$ cat config.mk
export PLATFORM = sky130hd
export DESIGN_NAME = sb_prefetch_ctrl_flat
export DESIGN_NICKNAME = d
export VERILOG_FILES = /design/src/rtl/sb_prefetch_ctrl_pkg.sv /design/src/rtl/sb_prefetch_ctrl_if.sv /design/src/rtl/sb_prefetch_ctrl_lookup.sv /design/src/rtl/sb_prefetch_ctrl.sv /design/src/flat_wrapper.sv
export SDC_FILE = /design/constraint.sdc
export NUM_CORES = 1
export LEC_CHECK = 0
export CORE_AREA = 2 2 117 119
export DETAILED_ROUTE_END_ITERATION = 16
export DIE_AREA = 0 0 119 121
export PLACE_DENSITY_LB_ADDON = 0.05
export SLEW_MARGIN = 20
export SYNTH_ARGS = -nofsm -noshare
export SYNTH_HDL_FRONTEND = slang
export SYNTH_SLANG_ARGS = --single-unit
$ cat constraint.sdc
create_clock -name clk -period 5.29 [get_ports clk]
set_input_delay 0.7935 -clock clk [delete_from_list [all_inputs] [get_ports clk]]
set_output_delay 0.7935 -clock clk [all_outputs]
set_load 0.02 [all_outputs]
$ cat src/rtl/sb_prefetch_ctrl_pkg.sv
// Shared types and geometry helpers for the stream-buffer
// prefetch controller and the stream buffers it manages.
package sb_prefetch_ctrl_pkg;

  typedef enum logic [1:0] {
    S_IDLE,
    S_LOOKUP,
    S_WAIT_FILL,
    S_ISSUE
  } sb_ctrl_state_t;

  function automatic int line_byte_offset(int line_width);
    return $clog2(line_width / 8);
  endfunction

  function automatic int label_width(int line_width);
    return 32 - line_byte_offset(line_width);
  endfunction

  function automatic int page_lbits(int line_width);
    return 12 - line_byte_offset(line_width);
  endfunction

endpackage

$ cat src/rtl/sb_prefetch_ctrl_if.sv
// Cache-side miss request / response channel of the
// stream-buffer prefetch controller.
interface sb_prefetch_ctrl_if #(
  parameter int LABEL_WIDTH = 27,
  parameter int IDX_W       = 2
);

  logic                   miss_req;
  logic [LABEL_WIDTH-1:0] miss_label;
  logic                   miss_rdy;
  logic                   inv;
  logic                   resp_vld;
  logic                   resp_hit;
  logic [IDX_W-1:0]       resp_idx;

  modport master (
    output miss_req,
    output miss_label,
    output inv,
    input  miss_rdy,
    input  resp_vld,
    input  resp_hit,
    input  resp_idx
  );

  modport slave (
    input  miss_req,
    input  miss_label,
    input  inv,
    output miss_rdy,
    output resp_vld,
    output resp_hit,
    output resp_idx
  );

endinterface

$ cat src/rtl/sb_prefetch_ctrl_lookup.sv
// SB_NUM-way label compare with lowest-index priority.
// Purely combinational.
module sb_lookup #(
  parameter int SB_NUM      = 4,
  parameter int LABEL_WIDTH = 27,
  parameter int IDX_W       = $clog2(SB_NUM)
) (
  input  logic [SB_NUM-1:0][LABEL_WIDTH-1:0] label,
  input  logic [SB_NUM-1:0]                  label_vld,
  input  logic [LABEL_WIDTH-1:0]             req_label,
  output logic                               hit,
  output logic [IDX_W-1:0]                   hit_idx
);

  // Scan from the top so the lowest matching index wins.
  always_comb begin
    hit     = 1'b0;
    hit_idx = '0;
    for (int i = SB_NUM - 1; i >= 0; i--) begin
      if (label_vld[i] && (label[i] == req_label)) begin
        hit     = 1'b1;
        hit_idx = IDX_W'(i);
      end
    end
  end

endmodule

$ cat src/rtl/sb_prefetch_ctrl.sv
// Miss lookup across the stream-buffer bank, fill wait,
// response and next-line prefetch scheduling.
module sb_prefetch_ctrl
  import sb_prefetch_ctrl_pkg::*;
#(
  parameter int SB_NUM        = 4,
  parameter int LINE_WIDTH    = 256,
  parameter int DATA_WIDTH    = 32,
  parameter int PAGE_CROSS_EN = 0,
  localparam int WORDS        = LINE_WIDTH / DATA_WIDTH,
  localparam int LABEL_WIDTH  = label_width(LINE_WIDTH),
  localparam int PAGE_LBITS   = page_lbits(LINE_WIDTH),
  localparam int IDX_W        = $clog2(SB_NUM)
) (
  input  logic                              clk,
  input  logic                              rst_n,
  sb_prefetch_ctrl_if.slave                 cache,
  input  logic [SB_NUM-1:0][LABEL_WIDTH-1:0] sb_label_o,
  input  logic [SB_NUM-1:0]                  sb_label_o_vld,
  input  logic [SB_NUM-1:0][WORDS-1:0]       sb_data_vld,
  output logic [SB_NUM-1:0][LABEL_WIDTH-1:0] sb_label_i,
  output logic [SB_NUM-1:0]                  sb_label_i_rdy,
  output logic [SB_NUM-1:0]                  sb_inv,
  output logic [SB_NUM-1:0]                  sb_hit
);

  sb_ctrl_state_t         state;
  logic [IDX_W-1:0]       rr_ptr;
  logic [IDX_W-1:0]       sel;
  logic [LABEL_WIDTH-1:0] req_label;
  logic                   resp_vld;
  logic                   resp_hit;
  logic [IDX_W-1:0]       resp_idx;

  logic                   hit;
  logic [IDX_W-1:0]       hit_idx;
  logic [LABEL_WIDTH-1:0] nxt;
  logic                   page_stop;
  logic                   sel_full;
  logic                   sel_idle;
  logic                   sel_lost;
  logic                   fire;

  sb_lookup #(
    .SB_NUM      (SB_NUM),
    .LABEL_WIDTH (LABEL_WIDTH),
    .IDX_W       (IDX_W)
  ) u_lookup (
    .label     (sb_label_o),
    .label_vld (sb_label_o_vld),
    .req_label (req_label),
    .hit       (hit),
    .hit_idx   (hit_idx)
  );

  assign nxt       = req_label + 1'b1;
  assign page_stop = (PAGE_CROSS_EN == 0) &&
                     (nxt[PAGE_LBITS-1:0] == '0);
  assign sel_full  = &sb_data_vld[sel];
  assign sel_idle  = ~sb_label_o_vld[sel] | sel_full;
  // Buffer got reused or flushed under us while waiting.
  assign sel_lost  = ~sb_label_o_vld[sel] |
                     (sb_label_o[sel] != req_label);
  assign fire      = rst_n & ~cache.inv &
                     (state == S_ISSUE) &
                     ~page_stop & sel_idle;

  assign cache.miss_rdy = (state == S_IDLE) & ~cache.inv;
  assign cache.resp_vld = resp_vld;
  assign cache.resp_hit = resp_hit;
  assign cache.resp_idx = resp_idx;
  assign sb_inv         = {SB_NUM{cache.inv}};

  always_comb begin
    sb_label_i      = '0;
    sb_label_i_rdy  = '0;
    sb_hit          = '0;
    sb_label_i[sel] = nxt;
    if (fire)
      sb_label_i_rdy[sel] = 1'b1;
    if (state == S_WAIT_FILL)
      sb_hit[sel] = 1'b1;
  end

  always_ff @(posedge clk) begin
    if (!rst_n) begin
      state     <= S_IDLE;
      resp_vld  <= 1'b0;
      resp_hit  <= 1'b0;
      resp_idx  <= '0;
      rr_ptr    <= '0;
      req_label <= '0;
      sel       <= '0;
    end else begin
      resp_vld <= 1'b0;
      if (cache.inv) begin
        if ((state == S_LOOKUP) ||
            (state == S_WAIT_FILL)) begin
          resp_vld <= 1'b1;
          resp_hit <= 1'b0;
        end
        state <= S_IDLE;
      end else begin
        unique case (state)
          S_IDLE: begin
            if (cache.miss_req) begin
              req_label <= cache.miss_label;
              state     <= S_LOOKUP;
            end
          end
          S_LOOKUP: begin
            if (hit) begin
              sel   <= hit_idx;
              state <= S_WAIT_FILL;
            end else begin
              sel      <= rr_ptr;
              rr_ptr   <= rr_ptr + 1'b1;
              resp_vld <= 1'b1;
              resp_hit <= 1'b0;
              state    <= S_ISSUE;
            end
          end
          S_WAIT_FILL: begin
            if (sel_lost) begin
              resp_vld <= 1'b1;
              resp_hit <= 1'b0;
              state    <= S_IDLE;
            end else if (sel_full) begin
              resp_vld <= 1'b1;
              resp_hit <= 1'b1;
              resp_idx <= sel;
              state    <= S_ISSUE;
            end
          end
          S_ISSUE: begin
            if (page_stop || sel_idle)
              state <= S_IDLE;
          end
          default: state <= S_IDLE;
        endcase
      end
    end
  end

endmodule

$ cat src/flat_wrapper.sv
// flat-port wrapper written by rule: the top's interface ports become plain ports
module sb_prefetch_ctrl_flat import sb_prefetch_ctrl_pkg::*;
#(
  parameter int SB_NUM        = 4,
  parameter int LINE_WIDTH    = 256,
  parameter int DATA_WIDTH    = 32,
  parameter int PAGE_CROSS_EN = 0,
  localparam int WORDS        = LINE_WIDTH / DATA_WIDTH,
  localparam int LABEL_WIDTH  = label_width(LINE_WIDTH),
  localparam int PAGE_LBITS   = page_lbits(LINE_WIDTH),
  localparam int IDX_W        = $clog2(SB_NUM)
)
  (clk, rst_n, sb_label_o, sb_label_o_vld, sb_data_vld, sb_label_i, sb_label_i_rdy, sb_inv, sb_hit, cache_miss_req, cache_miss_label, cache_inv, cache_miss_rdy, cache_resp_vld, cache_resp_hit, cache_resp_idx);
  sb_prefetch_ctrl_if #(.LABEL_WIDTH((27)), .IDX_W(2)) cache_i ();
  input  logic clk;
  input  logic rst_n;
  input  logic [SB_NUM-1:0][LABEL_WIDTH-1:0] sb_label_o;
  input  logic [SB_NUM-1:0] sb_label_o_vld;
  input  logic [SB_NUM-1:0][WORDS-1:0] sb_data_vld;
  output logic [SB_NUM-1:0][LABEL_WIDTH-1:0] sb_label_i;
  output logic [SB_NUM-1:0] sb_label_i_rdy;
  output logic [SB_NUM-1:0] sb_inv;
  output logic [SB_NUM-1:0] sb_hit;
  input wire logic [$bits(cache_i.miss_req)-1:0] cache_miss_req;
  input wire logic [$bits(cache_i.miss_label)-1:0] cache_miss_label;
  input wire logic [$bits(cache_i.inv)-1:0] cache_inv;
  output wire logic [$bits(cache_i.miss_rdy)-1:0] cache_miss_rdy;
  output wire logic [$bits(cache_i.resp_vld)-1:0] cache_resp_vld;
  output wire logic [$bits(cache_i.resp_hit)-1:0] cache_resp_hit;
  output wire logic [$bits(cache_i.resp_idx)-1:0] cache_resp_idx;
  assign cache_i.miss_req = cache_miss_req;
  assign cache_i.miss_label = cache_miss_label;
  assign cache_i.inv = cache_inv;
  assign cache_miss_rdy = cache_i.miss_rdy;
  assign cache_resp_vld = cache_i.resp_vld;
  assign cache_resp_hit = cache_i.resp_hit;
  assign cache_resp_idx = cache_i.resp_idx;
  sb_prefetch_ctrl #(.SB_NUM(SB_NUM), .LINE_WIDTH(LINE_WIDTH), .DATA_WIDTH(DATA_WIDTH), .PAGE_CROSS_EN(PAGE_CROSS_EN)) u_core (.clk(clk), .rst_n(rst_n), .cache(cache_i), .sb_label_o(sb_label_o), .sb_label_o_vld(sb_label_o_vld), .sb_data_vld(sb_data_vld), .sb_label_i(sb_label_i), .sb_label_i_rdy(sb_label_i_rdy), .sb_inv(sb_inv), .sb_hit(sb_hit));
endmodule
==> results.py <==
metrics = {
    "timing": {
        "setup_viol": 0,
        "rsz0062_at_grt": "no",
        "worst_pin_slew_ps": 1071,
        "min_period_over_period": 0.8340,
        "fin_skew_ps": 7.127,
        "relSlewSlack": 0.2842,
        "hold_viol_final": 0,
        "drv_slew": 0,
        "period_minus_slack_ps": 4412,
        "tns_ps": 0,
        "max_freq_mhz": 226.7,
    },
    "yosys": {
        "synth_top_area_share": 0.1413,
        "synth_area_mm2": 0.005243,
        "synth_top_family_by_area": "simple AND/OR/NAND/NOR gates",
        "ys_seq_elements": 37,
        "ys_top_cells_by_area": "dfxtp_1 14%, xnor2_1 13%, xor2_1 13%, nor2_1 9.1%, nand2_1 5.9%",
        "syn_avg_cell_area_um2": 7.201,
        "synth_mux_area_frac": 0.1379,
        "ys_seq_area_frac": 0.1413,
        "synth_compound_area_frac": 0.1031,
        "async_reset_ff_frac": 0,
        "yosysTopAreaCell": "dfxtp_1",
        "postSynthCellCount": 728,
        "yosys.area_share.simple": 0.2797,
        "yosys_warnings": 0,
        "synth_xor_area_frac": 0.2539,
        "synth.distinct_cells": 55,
        "synthAdderAreaFrac": 0.01432,
        "synth_edf_count": 0,
        "yosys_most_used_dff": "dfxtp_1",
        "synth_nets": 909,
    },
    "clocking": {
        "cts_resized": 0,
        "clkTransAtPathRegs_ps": 70,
        "numCtsBuffers": 5,
        "htreeDepth": 2,
        "cts_tree": "done",
        "cts_setup_buffers": 0,
        "clock-sinks": 37,
        "ctsHoldBuffers": 0,
        "clock_latency_ps": 290,
        "cts_buffer_depth": 2,
        "root_buffer": "clkbuf_16",
    },
    "grt": {
        "antenna_found_initial": 0,
        "grt_pass1_wl_mm": 35.71,
        "grtUsageTotal": 0.3270,
        "grt.overflow.total": 0,
        "grt_pass1_vias": 5979,
        "grt_max_degree": 34,
    },
    "floorplanning": {
        "dieArea_mm2": 0.01440,
        "num_io_pins": 300,
        "row_count": 42,
        "core_mm2": 0.01309,
        "die_w_um": 119,
        "die_h_um": 121,
        "initial_core_util": 0.4007,
    },
    "setup_path": {
        "arrival_ps": 3620,
        "crit_chain": "nand3_1 > nor4_1 > inv_1 > nor2_1 > nand3_1 > xnor2_1 > nor2_1 > clkdlybuf4s50_1",
        "worstSetupEndpointType": "output pin",
        "required_ps": 4500,
        "worst-setup-path-type": "reg2out",
        "critPathMaxFanout": 14,
        "cp_num_buf_inv": 2,
        "cp_slowest_cell": "dfxtp_1",
        "r2r_setup_slack_ps": 1640,
        "r2r_end": "u_core.state[0]",
        "r2r-start": "u_core.sel[1]",
        "crit_family": "simple AND/OR/NAND/NOR gates",
        "cp.depth": 8,
        "reg2reg_depth": 7,
        "worstSetupStartpointType": "register",
        "max_stage_delay_ps": 660,
    },
    "cells_and_area": {
        "final_common_cell": "clkdlybuf4s50_1",
        "num_antenna_cells": 0,
        "fin_util": 0.6502,
        "layout_common_cells": "299 x clkdlybuf4s50_1, 127 x nor2_1, 83 x nand2_1",
        "final_nets": 1174,
        "ff_latch_area_um2": 742.0,
        "multi_input_area_mm2": 0.004136,
        "drive_gt1_frac": 0.05332,
        "fillers": 1178,
        "area_growth_pct": 62.29,
    },
    "drt": {
        "wl_mm": 24.13,
        "drt-initial-drc-count": 532,
        "drc": 0,
        "drtPass1Iterations": 6,
        "wl_per_cell_um": 20.62,
        "drt.antenna.violating_nets": 0,
        "route.vias.total": 6403,
        "vias_per_cell": 5.473,
    },
    "status": {
        "outcome": "finished clean",
    },
    "pwr": {
        "peakVddDrop_mv": 0.1054,
        "p_per_area_mw_per_mm2": 131.2,
        "p_leak_nw": 2.920,
    },
    "job": {
        "max-cap-violations": 0,
    },
    "worst_hold_path": {
        "min_path_cells": 2,
        "hold_class": "reg2reg",
        "hp-start": "u_core.cache.resp_idx[0]",
        "hold_end": "u_core.cache.resp_idx[0]",
    },
    "placement": {
        "io_buffers": 299,
        "routabilityCongestion": 0.9935,
        "dp_hpwl_mm": 19.84,
    },
}
## metrics by stage
stage / area [um2] / setup WS (ps) / hold slack (ps) / power, W / instances
after floorplan: 5243 / 2194 / 454.2 / 0.0005112 / 728
after global placement: 8341 / 1287 / 456.7 / 0.0007543 / 1162
after detailed placement: 8341 / 1218 / 458.7 / 0.0007557 / 1162
after CTS: 8508 / 902.2 / 467.7 / 0.001112 / 1170
after global routing: 8508 / 582.2 / 487.1 / 0.001157 / 1170
final: 8508 / 878.2 / 466.4 / 0.001116 / 1170
## flip-flops by register name, indices dropped and copies added (netlist names)
| signal | cells |
|---|---|
| u_core.sel | 2 |
| u_core.req_label | 27 |
| u_core.rr_ptr | 2 |
| u_core.cache.resp_vld | 1 |
| u_core.cache.resp_hit | 1 |
| u_core.cache.resp_idx | 2 |
| u_core.state | 2 |
## area by class of cell
class                   count  area share
flip-flops and latches     37     0.08721
repair buffers            320      0.3718
well taps                 176     0.02588
inverters                  21    0.009265
multi-input cells         608      0.4862
clock buffers               6     0.01515
clock inverters             2    0.004559
## report_power, final
group	total [W]	internal [W]	switching, W
clock	0.000359	0.000224	0.000135
combinational	0.000441	0.000236	0.000205
sequential	0.000316	0.000290	0.0000265
total	0.00112	0.000750	0.000366
## synth_stat cells, types with 3 or more instances
library cell    n
a21oi_1        40
and2_1          3
o22ai_1         5
nor4_1         23
clkbuf_1       40
nand2_1        83
ha_1            6
nor2b_1         3
nand3_1        18
xnor2_1        77
xor2_1         75
o31ai_1         7
inv_1          20
nor3_1         13
mux2i_1        19
mux4_2         11
buf_2           4
nand2b_1        5
buf_6           3
mux2_2          9
and3_1          7
buf_1           8
or4_1           8
nor2_1        127
a211oi_1        3
dfxtp_1        37
nand4_1        24
buf_4           7
o21ai_0         6
mux4_1          7
## cells by family (layout without fill, tap and decap cells)
family	count (synthesis)	count (layout)
AND/OR/NAND/NOR	321	321
XOR/XNOR	152	152
buffers and inverters	83	349
AO/OA/AOI/OAI	83	83
adder cells (fa/ha/maj)	6	6
multiplexers	46	46
flip-flops	37	37
## how the worst max path moves through the flow
stage                                    from               to  slack (ps)
after floorplan           u_core.req_label[0]  sb_label_i[106]        2190
after global placement    u_core.req_label[0]   sb_label_i[75]        1290
after detailed placement  u_core.req_label[0]   sb_label_i[75]        1220
after CTS                 u_core.req_label[0]   sb_label_i[75]         900
after global routing      u_core.req_label[0]   sb_label_i[75]         580
final                     u_core.req_label[0]  sb_label_i[102]         880
## worst register-to-register path: cells and delay by family, from the launching register on
family,cells,cell delay (ps)
multiplexers,1,450
AO/OA/AOI/OAI,3,810
buffers and inverters,1,500
AND/OR/NAND/NOR,2,1140
flip-flops,1,670
## routing by layer
| metal | track usage | up-vias | wire [um] |
|---|---|---|---|
| met3 | 0.04934 | 57 | 1989 |
| met4 | 0.1064 | 0 | 789 |
| met1 | 0.4016 | 2934 | 9392 |
| li1 | - | 3020 | - |
| met5 | 0 | - | 0 |
| met2 | 0.5851 | 392 | 11960 |
Note: power is estimated with default switching activity, not from simulation.
